[config.mk]
export PLATFORM = sky130hd
export DESIGN_NAME = glue_arbiter
export DESIGN_NICKNAME = d
export VERILOG_FILES = /design/src/rtl/glue_pkg.sv /design/src/rtl/glue_sync.sv /design/src/rtl/glue_arbiter.sv
export SDC_FILE = /design/constraint.sdc
export NUM_CORES = 1
export LEC_CHECK = 0
export ABC_CLOCK_PERIOD_IN_PS = 3100
export CAP_MARGIN = 20
export CORE_MARGIN = 5
export CORE_UTILIZATION = 35
export DETAILED_ROUTE_END_ITERATION = 10
export GPL_TIMING_DRIVEN = 0
export HOLD_SLACK_MARGIN = 0.06
export PLACE_DENSITY_LB_ADDON = 0.2
export SLEW_MARGIN = 25
export SYNTH_ARGS = -nofsm -noshare
export SYNTH_HDL_FRONTEND = slang
export SYNTH_HIERARCHICAL = 1
export SYNTH_SLANG_ARGS = --single-unit
[constraint.sdc]
create_clock -name clk -period 3.1 [get_ports clk]
set_input_delay 0.31 -clock clk [delete_from_list [all_inputs] [get_ports clk]]
set_output_delay 0.31 -clock clk [all_outputs]
set_load 0.02 [all_outputs]
[src/rtl/glue_pkg.sv]
// Shared definitions for the glue arbiter: state encoding, counter width,
// parameter defaults and the round-robin helper.
package glue_pkg;

  typedef enum logic [1:0] {
    IDLE  = 2'd0,
    GRANT = 2'd1,
    GUARD = 2'd2
  } state_t;

  localparam int CNT_W   = 16;
  localparam int NUM_REQ = 4;

  localparam int HOLD_MIN_US_DEF = 10;
  localparam int HOLD_MAX_US_DEF = 1000;
  localparam int GUARD_US_DEF    = 2;

  // First requester found scanning upward from ptr+1, wrapping mod 4.
  function automatic logic [1:0] rr_pick(input logic [3:0] reqs, input logic [1:0] ptr);
    logic [1:0] idx;
    logic [1:0] win;
    logic       found;
    win   = ptr;
    found = 1'b0;
    for (int k = 1; k <= NUM_REQ; k++) begin
      idx = ptr + 2'(k);
      if (!found && reqs[idx]) begin
        win   = idx;
        found = 1'b1;
      end
    end
    return win;
  endfunction

  function automatic logic [3:0] one_hot(input logic [1:0] idx);
    return 4'b0001 << idx;
  endfunction

endpackage

[src/rtl/glue_sync.sv]
// Two-flop synchronizer; with EDGE_EN set the output is instead a registered
// one-clk strobe marking a rising edge of the synchronized input.
module glue_sync #(
  parameter bit EDGE_EN = 1'b0
) (
  input  logic clk,
  input  logic reset,
  input  logic i_async,
  output logic o_q
);

  logic r_meta;
  logic r_sync;

  always_ff @(posedge clk) begin
    if (reset) begin
      r_meta <= 1'b0;
      r_sync <= 1'b0;
    end else begin
      r_meta <= i_async;
      r_sync <= r_meta;
    end
  end

  generate
    if (EDGE_EN) begin : g_edge
      logic r_prev;
      logic r_rise;

      // Strobe lands three clk after the input edge.
      always_ff @(posedge clk) begin
        if (reset) begin
          r_prev <= 1'b0;
          r_rise <= 1'b0;
        end else begin
          r_prev <= r_sync;
          r_rise <= r_sync & ~r_prev;
        end
      end

      assign o_q = r_rise;
    end else begin : g_level
      assign o_q = r_sync;
    end
  endgenerate

endmodule

[src/rtl/glue_arbiter.sv]
// Four-way round-robin arbiter with min/max hold time and a break-before-make
// guard gap, timed by a sampled 1 MHz timebase.
module glue_arbiter
  import glue_pkg::*;
#(
  parameter int HOLD_MIN_US = HOLD_MIN_US_DEF,
  parameter int HOLD_MAX_US = HOLD_MAX_US_DEF,
  parameter int GUARD_US    = GUARD_US_DEF
) (
  input  logic       clk,
  input  logic       reset,
  input  logic       clk_1MHz,
  input  logic [3:0] req,
  output logic [3:0] grant,
  output logic [1:0] grant_id,
  output logic       busy
);

  localparam logic [CNT_W-1:0] HOLD_MIN_C = CNT_W'(HOLD_MIN_US);
  localparam logic [CNT_W-1:0] HOLD_MAX_C = CNT_W'(HOLD_MAX_US);
  localparam logic [CNT_W-1:0] GUARD_C    = CNT_W'(GUARD_US);

  logic             w_tick;
  logic [3:0]       w_reqS;

  state_t           r_state;
  logic [3:0]       r_grant;
  logic [1:0]       r_grantId;
  logic             r_busy;
  logic [1:0]       r_ptr;
  logic [CNT_W-1:0] r_holdCnt;
  logic [CNT_W-1:0] r_guardCnt;

  state_t           w_stateNxt;
  logic [3:0]       w_grantNxt;
  logic [1:0]       w_grantIdNxt;
  logic             w_busyNxt;
  logic [1:0]       w_ptrNxt;
  logic [CNT_W-1:0] w_holdNxt;
  logic [CNT_W-1:0] w_guardNxt;
  logic [1:0]       w_winner;
  logic [3:0]       w_ownMask;
  logic             w_dropExit;
  logic             w_maxExit;

  glue_sync #(.EDGE_EN(1'b1)) u_tick_sync (
    .clk     (clk),
    .reset   (reset),
    .i_async (clk_1MHz),
    .o_q     (w_tick)
  );

  generate
    for (genvar g = 0; g < NUM_REQ; g++) begin : g_req_sync
      glue_sync #(.EDGE_EN(1'b0)) u_req_sync (
        .clk     (clk),
        .reset   (reset),
        .i_async (req[g]),
        .o_q     (w_reqS[g])
      );
    end
  endgenerate

  always_ff @(posedge clk) begin
    if (reset) begin
      r_state    <= IDLE;
      r_grant    <= '0;
      r_grantId  <= '0;
      r_busy     <= 1'b0;
      r_ptr      <= 2'd3;
      r_holdCnt  <= '0;
      r_guardCnt <= '0;
    end else begin
      r_state    <= w_stateNxt;
      r_grant    <= w_grantNxt;
      r_grantId  <= w_grantIdNxt;
      r_busy     <= w_busyNxt;
      r_ptr      <= w_ptrNxt;
      r_holdCnt  <= w_holdNxt;
      r_guardCnt <= w_guardNxt;
    end
  end

  // A drop and a max-hold revoke in the same clk both resolve to one GUARD entry.
  assign w_winner   = rr_pick(w_reqS, r_ptr);
  assign w_ownMask  = one_hot(r_ptr);
  assign w_dropExit = ~|(w_reqS & w_ownMask) && (r_holdCnt >= HOLD_MIN_C);
  assign w_maxExit  = (r_holdCnt >= HOLD_MAX_C) && |(w_reqS & ~w_ownMask);

  always_comb begin
    w_stateNxt   = r_state;
    w_grantNxt   = r_grant;
    w_grantIdNxt = r_grantId;
    w_ptrNxt     = r_ptr;
    w_holdNxt    = r_holdCnt;
    w_guardNxt   = r_guardCnt;

    case (r_state)
      IDLE: begin
        w_grantNxt = '0;
        if (|w_reqS) begin
          w_stateNxt   = GRANT;
          w_grantNxt   = one_hot(w_winner);
          w_grantIdNxt = w_winner;
          w_ptrNxt     = w_winner;
          w_holdNxt    = '0;
        end
      end

      GRANT: begin
        if (w_dropExit || w_maxExit) begin
          w_stateNxt = GUARD;
          w_grantNxt = '0;
          w_guardNxt = '0;
        end else if (w_tick && (r_holdCnt != '1)) begin
          w_holdNxt = r_holdCnt + 1'b1;
        end
      end

      GUARD: begin
        w_grantNxt = '0;
        // A zero-length guard still spends one clk here.
        if (GUARD_C == '0) begin
          w_stateNxt = IDLE;
        end else if (w_tick) begin
          if ((r_guardCnt + 1'b1) >= GUARD_C) begin
            w_stateNxt = IDLE;
          end else begin
            w_guardNxt = r_guardCnt + 1'b1;
          end
        end
      end

      default: begin
        w_stateNxt = IDLE;
        w_grantNxt = '0;
      end
    endcase

    w_busyNxt = (w_stateNxt == GRANT) || (w_stateNxt == GUARD);
  end

  assign grant    = r_grant;
  assign grant_id = r_grantId;
  assign busy     = r_busy;

endmodule

* Yosys cells after proc, flatten, opt, wreduce, memory -nomap -nowiden
Cells that the tools add are included.
** Operators by class
- Add/subtract/negate cells :: 5
- $lt $le $gt $ge :: 7
- Eq/ne operators :: 11
- Shift-type cells :: 2
- Multiplexer cells :: 31
- Bitwise logic cells :: 5
- Reduce and logical (&&, ||, !) cells :: 21
** Operators with widths (count)
- $mux W16 :: 6
- $pmux W16 S2 :: 2
- $add A16 B1 Y16 const B :: 2
- $ge A16 B10 Y1 const B :: 1
- $ge A16 B2 Y1 const B :: 1
- $ge A16 B4 Y1 const B :: 1
- $mux W2 :: 8
- $ne A16 B16 Y1 const B :: 1
- $lt A2 B3 Y1 const B :: 4
- $reduce_or A4 Y1 :: 3
- $ne A2 B2 Y1 const B :: 5
- $and A4 B4 Y4 :: 2
- $bmux W1 S2 :: 4
- $mux W4 :: 2
- $pmux W4 S2 :: 1
- $reduce_and A4 Y1 :: 2
- $shl A1 B2 Y4 const A :: 2
- $mux W1 :: 7
- $logic_and A1 B1 Y1 :: 6
- $pmux W2 S3 :: 1
- $add A2 B2 Y2 const B :: 2
- $eq A2 B1 Y1 const B :: 2
- $eq A2 B2 Y1 const B :: 2
- $logic_not A1 Y1 :: 4
- other kinds (9) :: 11
** Storage, ports and cells
- Bits in registers :: 55
- Input bits :: 7
- Output and inout port bits :: 7
- Word-level logic and storage cells :: 101

* Depth between registers and ports, before layout
- Word-level depth :: 16
- Mapped depth :: 11
- Gate-level depth less buffers :: 8

* Cells and area by module
The synthesis kept the hierarchy.
** Modules (own cells, without submodules)
- glue_arbiter :: instances 1, cells each 304, area each 2601.2 um^2, seq. area each 860.8 um^2
- glue_sync at g_req_sync[0].u_req_sync ... :: instances 4, cells each 4, area each 52.6 um^2, seq. area each 40.0 um^2
- glue_sync at u_tick_sync :: instances 1, cells each 8, area each 111.4 um^2, seq. area each 80.1 um^2

* Least setup slack after synthesis
Ideal clock, no wire load.
- Path type :: reg2reg
- Start point :: register r_ptr[0]
- End point :: register r_grant[3] (netlist: grant[3])
- Setup time :: 0.071 ns
- Arrival :: 2.743 ns
- Data required time :: 3.029 ns
- Path slack :: 0.286 ns
- Stages on the path, launching flop included :: 10
- Path buffers :: 1
- Period minus slack after synthesis :: 2.814 ns
- Path through :: dfxtp_1 -> clkbuf_1 -> inv_1 -> ha_1 -> and2_1 -> or3_1 -> a222oi_1 -> o32ai_1 -> or4_1 -> a21oi_1
** Between the ends
- Longest elaborated chain between the ends :: 16
- Elaborated cells on any way between the ends :: 38
- Classes of those cells :: add/sub (3); eq/ne (1); shift (2); mux (17); bitwise (3); reduce/logical (12)
** Ends and longest elaborated chain
- start: declaration :: RTL line glue_arbiter.sv:30 : logic [1:0] r_ptr;
- start signal: assignment :: RTL line glue_arbiter.sv:78 : r_ptr <= w_ptrNxt;
- $add A2 B1 Y2 :: RTL line glue_pkg.sv:26 : idx = ptr + 2'(k);
- $bmux W1 S2 :: RTL line glue_pkg.sv:27 : if (!found && reqs[idx]) begin
- $mux W1 (not written as such) :: RTL line glue_pkg.sv:27
- $mux W1 :: RTL line glue_pkg.sv:27
- $logic_not A1 Y1 :: RTL line glue_pkg.sv:27
- $logic_and A1 B1 Y1 :: RTL line glue_pkg.sv:27
- $mux W1 :: RTL line glue_pkg.sv:27
- $logic_not A1 Y1 :: RTL line glue_pkg.sv:27
- $logic_and A1 B1 Y1 :: RTL line glue_pkg.sv:27
- $mux W1 :: RTL line glue_pkg.sv:27
- $logic_not A1 Y1 :: RTL line glue_pkg.sv:27
- $logic_and A1 B1 Y1 :: RTL line glue_pkg.sv:27
- $mux W2 :: RTL line glue_pkg.sv:27
- $shl A1 B2 Y4 :: RTL line glue_pkg.sv:36 : return 4'b0001 << idx;
- $mux W4 :: RTL line glue_arbiter.sv:101 : if (|w_reqS) begin
- $pmux W4 S2 :: RTL line glue_arbiter.sv:98 : case (r_state)
- end signal: assignment :: RTL line glue_arbiter.sv:75 : r_grant <= w_grantNxt;
- end: declaration :: RTL line glue_arbiter.sv:27 : logic [3:0] r_grant;
Several ways; a longest one is shown, not always the timed one. The select of a mux whose other input is x is not followed.
A chain may end at the register's enable or synchronous reset.

* Worst setup path after layout
Ends and elaborated chain as after synthesis.

==> results.toml <==
[setup_path]
cp_data_arrival_time_ns = 3.15
critPathLaunchType = "flop"
slowest_delay_ns = 0.53
crit_family = "simple AND/OR/NAND/NOR gates"
worstPathMaxFanout = 10
path_cells = "clkbuf_4, clkinvlp_4, ha_4, and2_1, or3_1, a222oi_1, o32ai_2, or4_1, a21oi_1"
endpoint_kind = "flop"
path_class = "reg2reg"
crit_buf_inv = 2
crit_slowest_cell = "or4_1"
cp_data_required_time_ns = 3.34

[placed_design]
placed_area_mm2 = 0.003184
dp.cells = 446
hpwlAfterDp_mm = 4.625
port_buffers = 13
place.gp.congestion = 0.8049

[clock_tree]
cts_buffers = 5
clk_latency_ns = 0.31
hold_buffers = 0
cts_tree = "built"
clockBufferDepth = 2
cts_sinks = 55
root_buffer = "clkbuf_8"
clkTransAtPathRegs_ns = 0.10
htreeDepth = 2

[drt]
drtPass1Iterations = 4
routed_wl_mm = 6.583
drc = 0
antenna_left = 0
drt_iter0_drc = 177
wl_per_cell_um = 14.47
vias = 2505
routed_via_density = 5.505

[global_route]
grt_pass1_vias = 2343
grt_antenna_before_repair = 0
grt_max_degree = 19
grt_remaining_overflow = 0
grtUsageTotal_pct = 13.61
grt_pass1_wl_mm = 11.34

[sta]
worstMarginPinSlew_ns = 0.8070
drv_slew = 0
slew_headroom_pct = 46.03
fin_crit_sh_pct = 93.86
hold_viol_final = 0
finalSetupTns_ns = 0
max_freq_mhz = 343.7
setup_violations = 0
skew_ns = 0.007165
min_period_ns = 2.910

[layout]
fillCellCount = 847
finish.utilization_pct = 40.50
area_growth_pct = 13.27
fin_area_mm2 = 0.003311
instances_no_fill = 455
drive_gt1_share_pct = 13.43
diodes = 0
nets = 364

[run]
maxCapViolCount = 0

[floorplan]
core_mm2 = 0.008175
die_area_mm2 = 0.01028
start_util_pct = 35.75
die_w_um = 101.4
num_rows = 33
fp.dieH_um = 101.4
pin_count = 14

[min_path]
hp-class = "reg2reg"

[synth]
synthCells = 328
synth-seq-cells = 55
yosys.area.top_type = "dfxtp_1"
synth.area.top_cells = "dfxtp_1, a21oi_1, or4_1"
yosysUniqueCellTypes = 64
synth.avg_cell_area_um2 = 8.911
synth_common_cells = "dfxtp_1, a21oi_1, nand2_1"
yosys_warnings = 6
synth_edf_count = 0
seq_area_frac_synth_pct = 37.67
yosys.area.top_type_share_pct = 37.67
yosysMostFrequentCell = "dfxtp_1"
syn_nets = 343
async_flop_share_pct = 0
ys.flop_type = "dfxtp_1"
synth.cell_area_mm2 = 0.002923

[power]
p_seq_share_pct = 53.4
power_density_mw_per_mm2 = 422.2
finalPower_mw = 1.398
ir_drop_uv = 157.2
combPwrFrac_pct = 18.7
power.switching_uw = 399.3
swShare_pct = 28.57
pwr-share-clk_pct = 27.9
power.leakage_nw = 1.128
p_int_uw = 998.5

[status]
status = "complete, no violations"
## kinds of logic (layout without fill, tap and decap cells)
kind of cell	after synthesis	count (layout)	share of synthesized area (%)
multiplexers	7	7	2.911
adder cells (fa/ha/maj)	8	8	3.425
flip-flops	55	55	37.67
XOR/XNOR	1	1	0.2997
AO/OA/AOI/OAI	86	86	21.36
AND/OR/NAND/NOR	141	141	28.94
buffers and inverters	30	52	5.393
## path summary, 6_finish.rpt
| path | start | endpoint | slack (ns) | cells after the start |
|---|---|---|---|---|
| max reg2reg | r_ptr[0] | grant[3] | 0.19 | 9 |
| min | u_tick_sync/g_edge.r_prev | u_tick_sync/o_q | 0.42 | 1 |
| max | r_ptr[0] | grant[3] | 0.19 | 9 |
| min reg2reg | u_tick_sync/g_edge.r_prev | u_tick_sync/o_q | 0.42 | 1 |
## sequential cells by signal, indices dropped and copies added (netlist names)
register                      flops
r_state                           2
busy                              1
u_tick_sync/o_q                   1
r_holdCnt                        16
grant_id                          2
g_req_sync.u_req_sync/r_meta      4
r_ptr                             2
grant                             4
g_req_sync.u_req_sync/o_q         4
r_guardCnt                       16
u_tick_sync/r_sync                1
u_tick_sync/g_edge.r_prev         1
u_tick_sync/r_meta                1
## cells in the final DEF, fill, tap and decap left out, types with 5 or more instances in the layout
cell and n:
dfxtp_1 54, a21oi_1 27, nand2_1 26, or4_1 16, nand3_1 14, nor2b_1 13, o31ai_1 13, clkdlybuf4s50_1 13
and2_1 12, nor2_1 11, inv_1 10, nand4_1 8, nor3_1 7, ha_1 7, clkbuf_1 6, clkbuf_8 6
o211ai_1 5, o21ai_0 5, and4_1 5, and2_2 5
## power by group through the flow
stage               logic, mW  clock network [mW]  registers [mW]
finish                  0.261               0.391           0.746
floorplan               0.156                   0           0.770
global route            0.289               0.448           0.750
global placement        0.239                   0           0.762
CTS                     0.242               0.413           0.746
detailed placement      0.240                   0           0.763
## what timing repair did
item                                    CTS  global route
endpoints found under the setup margin    2            12
resized for setup                         1             8
setup buffers                             0             2
endpoints found under the hold margin     0             0
pin swaps                                 0             1
## per-layer routing
metal / GRT usage [%] / routed length, um / vias up
met5: 0 / 0 / -
met4: 4.806 / 107 / 0
met3: 2.066 / 198 / 8
met2: 21.68 / 2977 / 43
met1: 18.71 / 3300 / 1174
li1: - / - / 1280
## per-stage QoR
| stage | hold WS, ns | setup slack (ns) |
|---|---|---|
| floorplan | 0.3807 | 0.2863 |
| global placement | 0.3940 | -0.09297 |
| detailed placement | 0.4060 | -0.06434 |
| CTS | 0.4203 | 0.04240 |
| global route | 0.4368 | -0.002866 |
| finish | 0.4176 | 0.1904 |
## final cells by class
type	instances	area [um^2]	area share (%)
clock inverters	2	12.51	0.3779
repair buffers	15	145.1	4.384
plain buffers	17	113.9	3.439
clock buffers	6	72.57	2.192
well taps	105	131.4	3.968
inverters	12	48.80	1.474
flip-flops and latches	55	1102	33.30
multi-input cells	243	1684	50.87
(Power assumes the default switching activity.)
